## src/rtl/xfer_pkg.sv

```systemverilog
// Shared types for the transfer-bus sequencer: post-op encodings, FSM state and request record.
package xfer_pkg;

    localparam int XFER_NREG = 8;
    localparam int XFER_ID_W = $clog2(XFER_NREG);

    typedef logic [1:0] op_t;

    localparam op_t OP_NONE = 2'b00;
    localparam op_t OP_INC  = 2'b01;
    localparam op_t OP_DEC  = 2'b10;
    localparam op_t OP_RSVD = 2'b11;

    typedef enum logic [1:0] {
        IDLE = 2'd0,
        XFER = 2'd1,
        POST = 2'd2
    } state_e;

    typedef struct packed {
        logic [XFER_ID_W-1:0] src;
        logic [XFER_ID_W-1:0] dst;
        op_t                  op;
    } req_t;

    function automatic logic has_post(input op_t op);
        return (op == OP_INC) || (op == OP_DEC);
    endfunction

    // A self-transfer carries no data, so an inc/dec on it skips straight to POST.
    function automatic state_e launch_state(input req_t r);
        if (r.src != r.dst)
            return XFER;
        else if (has_post(r.op))
            return POST;
        else
            return XFER;
    endfunction

endpackage

```

## src/rtl/xfer_bus_ctrl_if.sv

```systemverilog
// Request port and register-strobe bundle between a requester and the transfer-bus sequencer.
interface xfer_bus_ctrl_if #(
    parameter int NREG = 8,
    parameter int ID_W = $clog2(NREG)
);
    logic            req_valid;
    logic            req_ready;
    logic [ID_W-1:0] req_src;
    logic [ID_W-1:0] req_dst;
    logic [1:0]      req_op;
    logic [NREG-1:0] reg_write;
    logic [NREG-1:0] reg_load;
    logic [NREG-1:0] inc;
    logic [NREG-1:0] dec;
    logic            busy;
    logic            done;
    logic            err;

    modport master (
        output req_valid, req_src, req_dst, req_op,
        input  req_ready, reg_write, reg_load, inc, dec, busy, done, err
    );

    modport slave (
        input  req_valid, req_src, req_dst, req_op,
        output req_ready, reg_write, reg_load, inc, dec, busy, done, err
    );

endinterface

```

## src/rtl/xfer_req_fifo.sv

```systemverilog
// Small synchronous FIFO holding pending bus requests; cleared asynchronously.
module xfer_req_fifo #(
    parameter int DEPTH = 4,
    parameter int WIDTH = 8
) (
    input  logic             clk,
    input  logic             clr_n,
    input  logic             push,
    input  logic             pop,
    input  logic [WIDTH-1:0] din,
    output logic [WIDTH-1:0] data,
    output logic             full,
    output logic             empty
);

    localparam int AW = $clog2(DEPTH);

    logic [WIDTH-1:0] mem [DEPTH];
    logic [AW-1:0]    wr_ptr;
    logic [AW-1:0]    rd_ptr;
    logic [AW:0]      count;
    logic             push_ok;
    logic             pop_ok;

    assign full    = (count == (AW+1)'(DEPTH));
    assign empty   = (count == '0);
    assign push_ok = push && !full;
    assign pop_ok  = pop && !empty;
    assign data    = mem[rd_ptr];

    always_ff @(posedge clk) begin
        if (push_ok)
            mem[wr_ptr] <= din;
    end

    // Pointers wrap naturally because DEPTH is a power of two.
    always_ff @(posedge clk or negedge clr_n) begin
        if (!clr_n) begin
            wr_ptr <= '0;
            rd_ptr <= '0;
            count  <= '0;
        end else begin
            if (push_ok)
                wr_ptr <= wr_ptr + 1'b1;
            if (pop_ok)
                rd_ptr <= rd_ptr + 1'b1;
            case ({push_ok, pop_ok})
                2'b10:   count <= count + 1'b1;
                2'b01:   count <= count - 1'b1;
                default: count <= count;
            endcase
        end
    end

endmodule

```

## src/rtl/xfer_bus_ctrl.sv

```systemverilog
// Transfer-bus sequencer: queues requests and expands each into a bus transfer plus optional post inc/dec.
module xfer_bus_ctrl
    import xfer_pkg::*;
#(
    parameter int NREG  = XFER_NREG,
    parameter int DEPTH = 4
) (
    input  logic          clk,
    input  logic          clr_n,
    xfer_bus_ctrl_if.slave bus
);

    localparam int REQ_W = $bits(req_t);
    localparam logic [NREG-1:0] ONE = {{(NREG-1){1'b0}}, 1'b1};

    logic             push;
    logic             pop;
    logic             full;
    logic             empty;
    logic [REQ_W-1:0] in_bits;
    logic [REQ_W-1:0] head_bits;
    req_t             in_req;
    req_t             head;
    req_t             cmd;
    state_e           state;
    state_e           next_state;
    logic             last_cycle;

    always_comb begin
        in_req     = '0;
        in_req.src = bus.req_src;
        in_req.dst = bus.req_dst;
        in_req.op  = bus.req_op;
    end

    assign in_bits       = in_req;
    assign head          = req_t'(head_bits);
    assign bus.req_ready = clr_n && !full;
    assign push          = bus.req_valid && bus.req_ready;

    xfer_req_fifo #(
        .DEPTH (DEPTH),
        .WIDTH (REQ_W)
    ) u_fifo (
        .clk   (clk),
        .clr_n (clr_n),
        .push  (push),
        .pop   (pop),
        .din   (in_bits),
        .data  (head_bits),
        .full  (full),
        .empty (empty)
    );

    assign last_cycle = ((state == XFER) && !has_post(cmd.op)) || (state == POST);
    assign pop        = ((state == IDLE) || last_cycle) && !empty;

    always_comb begin
        next_state = state;
        if ((state == XFER) && has_post(cmd.op))
            next_state = POST;
        else if (pop)
            next_state = launch_state(head);
        else if (last_cycle)
            next_state = IDLE;
    end

    always_ff @(posedge clk or negedge clr_n) begin
        if (!clr_n) begin
            state <= IDLE;
            cmd   <= '0;
        end else begin
            state <= next_state;
            if (pop)
                cmd <= head;
        end
    end

    // Strobes come only from registered state and the command register, so they hold steady
    // across the falling edge where the registers sample them.
    always_comb begin
        bus.reg_write = '0;
        bus.reg_load  = '0;
        bus.inc       = '0;
        bus.dec       = '0;
        case (state)
            XFER: begin
                if (cmd.src != cmd.dst) begin
                    bus.reg_write = ONE << cmd.src;
                    bus.reg_load  = ONE << cmd.dst;
                end
            end
            POST: begin
                if (cmd.op == OP_INC)
                    bus.inc = ONE << cmd.src;
                else
                    bus.dec = ONE << cmd.src;
            end
            default: ;
        endcase
    end

    assign bus.done = last_cycle;
    assign bus.err  = last_cycle && (cmd.op == OP_RSVD);
    assign bus.busy = (state != IDLE) || !empty;

endmodule

```

## src/flat_wrapper.sv

```systemverilog
// flat-port wrapper written by rule: the top's interface ports become plain ports
module xfer_bus_ctrl_flat import xfer_pkg::*;
#(
    parameter int NREG  = XFER_NREG,
    parameter int DEPTH = 4
)
  (clk, clr_n, bus_req_valid, bus_req_src, bus_req_dst, bus_req_op, bus_req_ready, bus_reg_write, bus_reg_load, bus_inc, bus_dec, bus_busy, bus_done, bus_err);
  xfer_bus_ctrl_if #(.NREG(NREG)) bus_i ();
  input  logic clk;
  input  logic clr_n;
  input wire logic [$bits(bus_i.req_valid)-1:0] bus_req_valid;
  input wire logic [$bits(bus_i.req_src)-1:0] bus_req_src;
  input wire logic [$bits(bus_i.req_dst)-1:0] bus_req_dst;
  input wire logic [$bits(bus_i.req_op)-1:0] bus_req_op;
  output wire logic [$bits(bus_i.req_ready)-1:0] bus_req_ready;
  output wire logic [$bits(bus_i.reg_write)-1:0] bus_reg_write;
  output wire logic [$bits(bus_i.reg_load)-1:0] bus_reg_load;
  output wire logic [$bits(bus_i.inc)-1:0] bus_inc;
  output wire logic [$bits(bus_i.dec)-1:0] bus_dec;
  output wire logic [$bits(bus_i.busy)-1:0] bus_busy;
  output wire logic [$bits(bus_i.done)-1:0] bus_done;
  output wire logic [$bits(bus_i.err)-1:0] bus_err;
  assign bus_i.req_valid = bus_req_valid;
  assign bus_i.req_src = bus_req_src;
  assign bus_i.req_dst = bus_req_dst;
  assign bus_i.req_op = bus_req_op;
  assign bus_req_ready = bus_i.req_ready;
  assign bus_reg_write = bus_i.reg_write;
  assign bus_reg_load = bus_i.reg_load;
  assign bus_inc = bus_i.inc;
  assign bus_dec = bus_i.dec;
  assign bus_busy = bus_i.busy;
  assign bus_done = bus_i.done;
  assign bus_err = bus_i.err;
  xfer_bus_ctrl #(.NREG(NREG), .DEPTH(DEPTH)) u_core (.clk(clk), .clr_n(clr_n), .bus(bus_i));
endmodule
```

## config.mk

```make
export PLATFORM = sky130hd
export DESIGN_NAME = xfer_bus_ctrl_flat
export DESIGN_NICKNAME = d
export VERILOG_FILES = /design/src/rtl/xfer_pkg.sv /design/src/rtl/xfer_bus_ctrl_if.sv /design/src/rtl/xfer_req_fifo.sv /design/src/rtl/xfer_bus_ctrl.sv /design/src/flat_wrapper.sv
export SDC_FILE = /design/constraint.sdc
export NUM_CORES = 1
export LEC_CHECK = 0
export BUFFER_PORTS_ARGS = -buffer_cell sky130_fd_sc_hd__buf_4
export CAP_MARGIN = 10
export CORE_MARGIN = 5
export CORE_UTILIZATION = 55
export DETAILED_ROUTE_END_ITERATION = 6
export PLACE_DENSITY = 0.8
export RECOVER_POWER = 50
export SLEW_MARGIN = 20
export SYNTH_ARGS = -nofsm -noshare
export SYNTH_HDL_FRONTEND = slang
export SYNTH_HIERARCHICAL = 1
export SYNTH_SLANG_ARGS = --single-unit
```

## constraint.sdc

```tcl
create_clock -name clk -period 2.8 [get_ports clk]
set_clock_uncertainty 0.1 [all_clocks]
set_input_delay 0.14 -clock clk [delete_from_list [all_inputs] [get_ports clk]]
set_output_delay 0.14 -clock clk [all_outputs]
set_load 0.01 [all_outputs]
```

==> impl_metrics.yaml, run 1 <==
setup_path:
  required_ns: 2.92
  crit_arrival_ns: 2.52
  crit_type: "reg2reg"
  cp_max_fo: 3
  start_kind: "register"
  end_kind: "register"
  cp_cell_sequence: "inv_1 > ha_1 > nand2b_2 > a21oi_1 > o31a_2 > ha_1 > inv_1 > fa_1 > xor2_1 > nor2_1 > xor2_1"
  r2r_cells: 11
  critPathMaxStageDelay_ns: 0.38
  crit_family: "adder cells"
  path_buf_inv: 2
  crit_path_top_delay_cell: "dfrtp_1"
  cp_num_cells: 11
hold_path:
  worstHoldPathType: "in2async"
power:
  power_frac_comb_pct: 44.4
  internal_power_mw: 1.95
  power_density_nw_per_um2: 1070
  pwr-share-clk_pct: 15.4
  leakagePower_nw: 1.10
  switchingPower_mw: 1.15
  ir_worst_vdd_mv: 0.581
  pwr-share-seq_pct: 40.2
  p_sw_share_pct: 37.0
detailed_routing:
  dr_total_vias: 1462
  drt_iter0_drc: 28
  viasPerCell: 5.18
  first_pass_iters: 4
  drt-total-wl_mm: 4.42
  drc: 0
  drtAntennaViolNets: 0
  routedWlPerCell_um: 15.7
floorplanning:
  die_w_um: 76.6
  dieArea_um2: 5870
  fp-row-count: 24
  coreArea_um2: 4320
  io_pins: 47
  die_h_um: 76.6
  start_util_pct: 56.4
clock_network:
  cts_tree: "yes"
  cts.htree.levels: 2
  clk_transition_reported_paths_ns: 0.08
  cts.sinks: 49
  post-cts-setup-buffers: 0
  cts_root_buffer: "clkbuf_8"
  clk_latency_ns: 0.29
  cts_buffer_depth: 2
  numCtsBuffers: 5
  post_cts_resized: 0
yosys:
  synth_seq_area_share_pct: 56.8
  syn-instance-count: 177
  syn-num-nets: 196
  syn_area_um2: 2440
  async_flop_share_pct: 34.7
  ys_types: 38
  synth_edf_count: 32
  synth_seq_cells: 49
  ys_warn_count: 6
  synth_ff_type: "edfxtp_1"
  syn_area_per_cell_um2: 13.8
global_routing:
  grt_pass1_vias: 1551
  grt_pass1_wl_mm: 7.59
  grt_max_degree: 19
  grtUsageTotal_pct: 16.2
  antenna_found_initial: 0
  overflow: 0
finish:
  area_growth_pct: 18.4
  antenna_cells: 0
  layout.nets: 248
  drive_above_1_share_pct: 25.7
timing:
  setup_viol: 0
  hold_violations: 0
  relSlewSlack_pct: 58.3
  finalSetupTns_ns: 0
  max_freq_mhz: 417
  rsz0062_at_grt: "no"
  finalCritPeriodShare_pct: 85.6
  min_period_ns: 2.40
  whs_ns: 0.149
  tightest_slew_ns: 0.624
  report.final.slew_viol_count: 0
placed_design:
  gp_congestion: 0.724
  io_buffers: 46
  dp_hpwl_mm: 3.23
flow_run:
  maxCapViolations: 0
status:
  status: "complete, no violations"
[through the flow]
step | instance area [µm²] | utilization [%] | power, mW | setup slack [ns] | std cells
4_1_cts | 2980 | 68.9 | 3.20 | 0.403 | 282
2_1_floorplan | 2440 | - | 2.39 | 0.314 | 177
6_report | 2890 | 66.8 | 3.10 | 0.404 | 282
3_5_place_dp | 2780 | 64.3 | 2.71 | 0.427 | 265
5_1_grt | 2890 | 66.8 | 3.35 | 0.217 | 282
3_3_place_gp | 2780 | 64.3 | 2.66 | 0.524 | 265
[worst reg2reg max path, stage by stage (launching register included)]
cell      delay (ns)
dfrtp_1         0.38
inv_1           0.06
ha_1            0.28
nand2b_2        0.07
a21oi_1         0.19
o31a_2          0.22
ha_1            0.20
inv_1           0.06
fa_1            0.37
xor2_1          0.15
nor2_1          0.11
xor2_1          0.14
[final cells by class]
cell class	instances	area, µm²
inverter	8	30.0
fill	357	1440
timing repair buffer	56	360
clock buffer	6	72.6
sequential	49	1390
multi-input combinational	109	938
clock inverter	2	33.8
tap	52	65.1
[cells in the mapped netlist (3+ instances only)]
library cell | count | share of area, %
xnor2_1 | 6 | 2.2
and2_2 | 4 | 1.2
buf_2 | 3 | 0.62
dfrtp_1 | 17 | 17
nand3b_1 | 4 | 1.2
nor2_1 | 29 | 4.5
nand2_1 | 6 | 0.92
inv_1 | 8 | 1.2
edfxtp_1 | 32 | 39
nor4b_1 | 3 | 1.1
buf_4 | 4 | 1.2
xor2_1 | 7 | 2.5
ha_1 | 7 | 3.6
mux4_2 | 8 | 7.4
mux2_2 | 8 | 3.7
[cell usage in the layout (no fill, tap or decap), types with 7 or more instances in the layout]
cell type	n
buf_4	25
clkbuf_1	23
dfrtp_1	17
dlygate4sd3_1	9
edfxtp_1	32
ha_1	7
inv_1	8
mux2_2	8
mux4_2	8
nor2_1	29
xor2_1	7
[what timing repair did]
item | CTS | global route
hold buffers | 9 | 0
endpoints found under the setup margin | 0 | 0
endpoints found under the hold margin | 49 | 0
[power by group through the flow]
| stage | registers, mW | logic, mW | clock network (mW) |
|---|---|---|---|
| after floorplan | 1.06 | 1.33 | 0 |
| after global placement | 1.25 | 1.41 | 0 |
| after detailed placement | 1.27 | 1.44 | 0 |
| after CTS | 1.25 | 1.45 | 0.492 |
| after global routing | 1.29 | 1.53 | 0.526 |
| final | 1.25 | 1.38 | 0.478 |
[logic make-up (layout without fill, tap and decap cells)]
| group | after synthesis | count (layout) | share of synthesized area (%) |
|---|---|---|---|
| DFF | 49 | 49 | 56.8 |
| muxes | 19 | 19 | 12.5 |
| and+or+nand+nor | 64 | 64 | 14.8 |
| xor gates and xnor gates | 13 | 13 | 4.67 |
| AOI/OAI and AO/OA | 5 | 5 | 2.41 |
| buffers and inverters | 19 | 72 | 4.31 |
| adders and majority gates | 8 | 8 | 4.41 |
[path summary, 6_finish.rpt]
check                                                         from                                   to  slack (ns)
worst min-delay path                                         clr_n   u_core/u_fifo/count[0]$_DFFE_PN0P_        0.15
worst max register to register           u_core/cmd[1]$_DFFE_PN0P_   u_core/u_fifo/count[2]$_DFFE_PN0P_        0.40
min in group clk                                     bus_req_valid  u_core/u_fifo/wr_ptr[0]$_DFFE_PN0P_        0.28
worst max-delay path                     u_core/cmd[1]$_DFFE_PN0P_   u_core/u_fifo/count[2]$_DFFE_PN0P_        0.40
max in group asynchronous                                    clr_n            u_core/cmd[6]$_DFFE_PN0P_        2.26
worst min register to register  u_core/u_fifo/count[2]$_DFFE_PN0P_   u_core/u_fifo/count[2]$_DFFE_PN0P_        0.43
[registers in the layout (all words and copies together) (netlist names)]
name,cells
u_core/cmd,8
u_core/state,2
u_core/u_fifo/count,3
u_core/u_fifo/mem,32
u_core/u_fifo/rd_ptr,2
u_core/u_fifo/wr_ptr,2
[metal layers]
metal / GRT usage [%] / vias to the layer above / share of wire [%]
met5: 0 / - / 0
met4: 5.24 / 0 / 1.2
met3: 5.91 / 6 / 7.4
met2: 27.7 / 49 / 51
met1: 18.8 / 682 / 41
li1: - / 725 / -
Power figures use the tool's default switching activity.
==> run 2, diff against run 1 <==
--- a/config.mk
+++ b/config.mk
@@ -12,6 +12,7 @@
 export DETAILED_ROUTE_END_ITERATION = 6
 export PLACE_DENSITY = 0.8
 export RECOVER_POWER = 50
+export SETUP_SLACK_MARGIN = 0.05
 export SLEW_MARGIN = 20
 export SYNTH_ARGS = -nofsm -noshare
 export SYNTH_HDL_FRONTEND = slang
==> constraint.sdc (replaced) <==
create_clock -name clk -period 2.8 [get_ports clk]
set_clock_uncertainty 0.1 [all_clocks]
set_input_delay 0.42 -clock clk [delete_from_list [all_inputs] [get_ports clk]]
set_output_delay 0.42 -clock clk [all_outputs]
set_load 0.01 [all_outputs]
==> run 2 against run 1 <==
Global-route usage shrank 0.38 points. Die area is the same. Total power shrank 3.0%. Sequential cell count is the same. Largest power group unchanged.
==> impl_metrics.yaml, run 2 (same netlist as run 1, synthesis figures left out) <==
status:
  status: "complete, no violations"
clock_network:
  clk_transition_reported_paths_ns: 0.08
  numCtsBuffers: 5
  cts_buffer_depth: 2
  cts_tree: "yes"
  cts.sinks: 49
  cts_root_buffer: "clkbuf_8"
  cts.htree.levels: 2
  clk_latency_ns: 0.29
detailed_routing:
  drt-total-wl_mm: 4.32
  routedWlPerCell_um: 15.8
  dr_total_vias: 1474
  first_pass_iters: 4
  viasPerCell: 5.38
  drt_iter0_drc: 70
  drc: 0
  drtAntennaViolNets: 0
setup_path:
  end_kind: "register"
  cp_cell_sequence: "dlygate4sd3_1 > buf_6 > nor2b_1 > and2_0 > nor2b_4 > inv_1 > ha_1 > inv_1 > fa_1 > xor2_1 > nor2_1 > xor2_1"
  crit_path_top_delay_cell: "dlygate4sd3_1"
  cp_max_fo: 18
  required_ns: 2.93
  crit_type: "in2reg"
  crit_arrival_ns: 2.68
  r2r_cells: 11
  critPathMaxStageDelay_ns: 0.55
  start_kind: "primary input"
  path_buf_inv: 4
  crit_family: "buffers and inverters"
  cp_num_cells: 12
power:
  total_power_mw: 3.01
  leakagePower_nw: 1.09
  ir_worst_vdd_mv: 0.523
  power_density_nw_per_um2: 1070
placed_design:
  place_area_um2: 2780
  dp.cells: 265
  io_buffers: 46
  gp_congestion: 0.748
  place_ws_ns: 0.419
  dp_hpwl_mm: 3.15
finish:
  top_register: "u_core/u_fifo/mem"
  layout.nets: 240
  antenna_cells: 0
  utilization_pct: 65.1
  final_cell_mix: "buf_4 (32), edfxtp_1 (32), nor2_1 (29)"
  reg.largest.list: "u_core/u_fifo/mem: 32 flops, u_core/cmd: 8 flops, u_core/u_fifo/count: 3 flops"
  multiInputGateArea_um2: 938
  drive_above_1_share_pct: 30.2
  area_growth_pct: 15.4
  seq_area_um2: 1390
  largest_reg_flops: 32
  layoutNonFillerInstCount: 274
  fillers: 347
  design_area_um2: 2820
hold_path:
  worstHoldPathType: "in2reg"
  hold_depth: 1
global_routing:
  grt_max_degree: 19
  grtUsageTotal_pct: 15.8
  grt_pass1_wl_mm: 7.22
  antenna_found_initial: 0
  grt_pass1_vias: 1469
  overflow: 0
flow_run:
  maxCapViolations: 0
timing:
  max_freq_mhz: 391
  finalCritPeriodShare_pct: 91.3
  hold_violations: 0
  setup_ws_ns: 0.242
  tightest_slew_ns: 0.653
  min_period_ns: 2.56
  whs_ns: 0.287
  rsz0062_at_grt: "no"
  finalSetupTns_ns: 0
  relSlewSlack_pct: 56.3
  report.final.slew_viol_count: 0
  setup_viol: 0
floorplanning:
  io_pins: 47
  die_w_um: 76.6
  die_h_um: 76.6
  coreArea_um2: 4320
  dieArea_um2: 5870
  fp-row-count: 24
  start_util_pct: 56.4
==> run 2: cell types whose count changed in the layout (fill, tap and decap cells not counted) <==
cell,change
clkinv_2,+1
clkbuf_1,-9
clkinv_1,+1
dlygate4sd3_1,-8
buf_4,+7
buf_6,+1
bufinv_16,-1
==> run 2: routing by layer <==
metal  share of wire (%)  GRT usage [%]  vias to the layer above
met5                   0              0                        -
met1                  45           19.2                      702
met4                 1.6           7.34                        0
met3                 6.5           4.73                        5
li1                    -              -                      710
met2                  47           25.8                       57
==> run 2: where the power goes <==
| group | internal [mW] | switching (mW) | leakage [nW] |
|---|---|---|---|
| Sequential | 0.969 | 0.276 | 0.488 |
| Combinational | 0.723 | 0.661 | 0.564 |
| Clock | 0.168 | 0.214 | 0.0430 |
==> run 2: timing repair <==
item,in CTS,in global routing
endpoints found under the hold margin,17,0
endpoints found under the setup margin,0,1
resized for setup,0,1
setup buffers,0,0
hold buffers,1,0
==> run 2: path summary, 6_finish.rpt <==
check | startpoint | end | slack [ns]
worst max-delay path | clr_n | u_core/u_fifo/count[2]$_DFFE_PN0P_ | 0.24
worst min-delay path | bus_req_dst[2] | u_core/u_fifo/mem[2][4]$_DFFE_PP_ | 0.29
worst max register to register | u_core/u_fifo/count[0]$_DFFE_PN0P_ | u_core/u_fifo/count[2]$_DFFE_PN0P_ | 0.41
max in group asynchronous | clr_n | u_core/cmd[4]$_DFFE_PN0P_ | 2.05
worst min register to register | u_core/u_fifo/count[2]$_DFFE_PN0P_ | u_core/u_fifo/count[2]$_DFFE_PN0P_ | 0.43
min in group asynchronous | clr_n | u_core/u_fifo/count[1]$_DFFE_PN0P_ | 0.40
==> run 2: worst register-to-register path, cell delays in order, from the launching register on <==
cell     delay, ns
dfrtp_1       0.45
nor3b_4       0.28
nor2b_1       0.08
and2_0        0.16
nor2b_4       0.15
inv_1         0.07
ha_1          0.17
inv_1         0.06
fa_1          0.37
xor2_1        0.15
nor2_1        0.12
xor2_1        0.15
==> run 2: cell type report <==
class | instances | area share [%]
well taps | 52 | 2.31
repair buffers | 48 | 11.2
flip-flops and latches | 49 | 49.2
inverters | 8 | 1.07
multi-input cells | 109 | 33.3
clock inverters | 3 | 0.444
clock buffers | 5 | 2.44
==> run 3, diff against run 2 <==
--- a/config.mk
+++ b/config.mk
@@ -5,6 +5,7 @@
 export SDC_FILE = /design/constraint.sdc
 export NUM_CORES = 1
 export LEC_CHECK = 0
+export ABC_AREA = 1
 export BUFFER_PORTS_ARGS = -buffer_cell sky130_fd_sc_hd__buf_4
 export CAP_MARGIN = 10
 export CORE_MARGIN = 5
==> run 3 against run 2 <==
Core utilization is 0.084 points lower. Maximum frequency up 1.8%. Final area up 7.6%. Sequential cell count unchanged. Worst hold slack worse by 0.032 ns. Area after synthesis increased by 6.3%. Cell count rose by 47%. First-iteration DRC count rose by 79%. Clock power grew 15%. Via count grew 36%. Register-to-register slack worse by 0.12 ns. Largest cell class unchanged. Highest routed layer unchanged.
==> impl_metrics.yaml, run 3 <==
status:
  status: "complete, no violations"
yosys:
  synth-xor-area-share_pct: 0.676
  syn_area_um2: 2590
  synth_area_leaders: "edfxtp_1 (37%), dfrtp_1 (16%), nand2_1 (12%)"
  syn_area_per_cell_um2: 8.75
  synth_seq_area_share_pct: 53.5
  synth.top_cell.area_share_pct: 37.1
  ys_warn_count: 6
  synth_edf_count: 32
  synth_top_family_by_area: "simple AND/OR/NAND/NOR gates"
  yosys.area_share.simple_pct: 24.0
  syn-instance-count: 296
  synth_seq_cells: 49
  synthMuxAreaShare_pct: 0
  syn-num-nets: 315
  synth-compound-area-share_pct: 7.00
  yosys.area.top_type: "edfxtp_1"
  synth_ff_type: "edfxtp_1"
  async_flop_share_pct: 34.7
  yosysMostFrequentCell: "nand2_1"
  yosys.area_share.adder_pct: 4.15
  ys_top_cells_by_count: "nand2_1 (81), inv_1 (52), nor2_1 (42)"
  ys_types: 26
detailed_routing:
  drc: 0
  drt-total-wl_mm: 4.81
  first_pass_iters: 5
  dr_total_vias: 2004
  drtAntennaViolNets: 0
  routedWlPerCell_um: 11.9
  drt_iter0_drc: 125
  viasPerCell: 4.97
finish:
  layout.nets: 367
  design_area_um2: 3030
  final_cell_mix: "nand2_1 (81), inv_1 (53), nor2_1 (42)"
  drive_above_1_share_pct: 16.3
  top_register: "u_core/u_fifo/mem"
  antenna_cells: 0
  area_growth_pct: 16.9
  reg.largest.list: "u_core/u_fifo/mem: 32 flops, u_core/cmd: 8 flops, u_core/u_fifo/count: 3 flops"
  layoutNonFillerInstCount: 403
  largest_reg_flops: 32
  final_common_cell: "nand2_1"
global_routing:
  grt_pass1_wl_mm: 8.18
  grtUsageTotal_pct: 16.7
  use_met3_pct: 5.16
  busiest_layer: "met2"
  grt_max_degree: 34
  grtUsageMet1_pct: 19.4
  grt_pass1_vias: 1900
  antenna_found_initial: 0
  overflow: 0
  met2_usage_pct: 29.2
timing:
  finalCritPeriodShare_pct: 89.7
  setup_viol: 0
  relSlewSlack_pct: 43.5
  rsz0062_at_grt: "no"
  tightest_slew_ns: 0.847
  max_freq_mhz: 398
  finalSetupTns_ns: 0
  hold_violations: 0
  report.final.slew_viol_count: 0
  whs_ns: 0.256
  min_period_ns: 2.51
placed_design:
  place_area_um2: 2970
  dp.cells: 394
  io_buffers: 46
  dp_hpwl_mm: 3.69
  gp_congestion: 0.787
clock_network:
  cts_buffer_depth: 2
  clk_transition_reported_paths_ns: 0.10
  cts_tree: "yes"
  cts_root_buffer: "clkbuf_8"
  numCtsBuffers: 5
  clk_latency_ns: 0.31
  post-cts-setup-buffers: 0
  cts.sinks: 49
  cts.htree.levels: 2
setup_path:
  start_kind: "register"
  cp_max_fo: 18
  required_ns: 2.91
  crit_arrival_ns: 2.62
  end_kind: "register"
  crit_type: "reg2reg"
floorplanning:
  fp-row-count: 25
  io_pins: 47
  start_util_pct: 55.6
  coreArea_um2: 4660
  die_w_um: 78.6
  dieArea_um2: 6180
  die_h_um: 78.6
hold_path:
  worstHoldPathType: "in2reg"
power:
  ir_worst_vdd_mv: 0.559
  leakagePower_nw: 1.46
  power_density_nw_per_um2: 1040
flow_run:
  maxCapViolations: 0
-- run 3: worst paths after layout --
path	from	end	slack, ns	cells past startpoint
worst max register to register	u_core/cmd[0]$_DFFE_PN0P_	u_core/u_fifo/count[2]$_DFFE_PN0P_	0.29	12
min in group asynchronous	clr_n	u_core/u_fifo/wr_ptr[0]$_DFFE_PN0P_	0.41	2
max in group asynchronous	clr_n	u_core/cmd[3]$_DFFE_PN0P_	2.00	2
worst min-delay path	bus_req_src[0]	u_core/u_fifo/mem[3][5]$_DFFE_PP_	0.26	1
worst min register to register	u_core/u_fifo/count[0]$_DFFE_PN0P_	u_core/u_fifo/count[0]$_DFFE_PN0P_	0.38	1
worst max-delay path	u_core/cmd[0]$_DFFE_PN0P_	u_core/u_fifo/count[2]$_DFFE_PN0P_	0.29	12
-- run 3: what timing repair did --
item / 4_1_cts / 5_1_grt
hold buffers: 1 / 0
gates resized for setup: 0 / 1
hold endpoints to repair: 17 / 0
setup endpoints to repair: 0 / 2
-- run 3: through the flow --
step / utilization [%] / setup slack (ns) / power [mW]
after detailed placement: 63.7 / 0.360 / 2.78
final: 65.0 / 0.288 / 3.14
after global routing: 65.0 / 0.115 / 3.49
after floorplan: - / 0.607 / 2.44
after CTS: 66.0 / 0.148 / 3.23
after global placement: 63.7 / 0.470 / 2.72
-- run 3: layer usage --
metal	share of wire, %	vias to the layer above	wire (µm)
met4	1.0	0	48
li1	-	1038	-
met3	6.6	6	317
met5	0	-	0
met1	42	907	2020
met2	50	53	2420
-- run 3: logic make-up (layout without fill, tap and decap cells) --
family                   count (synthesis)  count (layout)
adder cells (fa/ha/maj)                  8               8
flip-flops                              49              49
XOR/XNOR                                 2               2
buffers and inverters                   62             115
AO/OA/AOI/OAI                           27              27
AND/OR/NAND/NOR                        148             148
-- run 3: final cells by class --
type                       count  area [µm²]
sequential                    49        1390
timing repair buffer          51         344
tap                           54        67.6
multi-input combinational    185         925
clock inverter                 3        28.8
inverter                      56         210
fill                         409        1630
clock buffer                   5        68.8
-- run 3: power breakdown --
group          internal [mW]  leakage (nW)  switching [mW]
clock network          0.189        0.0511           0.252
logic                  0.558         0.915            1.03
registers              0.963         0.496           0.150
total                   1.71          1.46            1.43
-- run 3: critical path: stages (launching register included) --
cell and delay (ns):
dfrtp_1 0.42, ha_1 0.30, o21ai_0 0.17, nor2_4 0.31, nand2_1 0.14, inv_1 0.07
ha_1 0.16, inv_1 0.07, fa_1 0.38, nand2_1 0.11, nand3_1 0.08, nand2_1 0.06
nand2_1 0.04
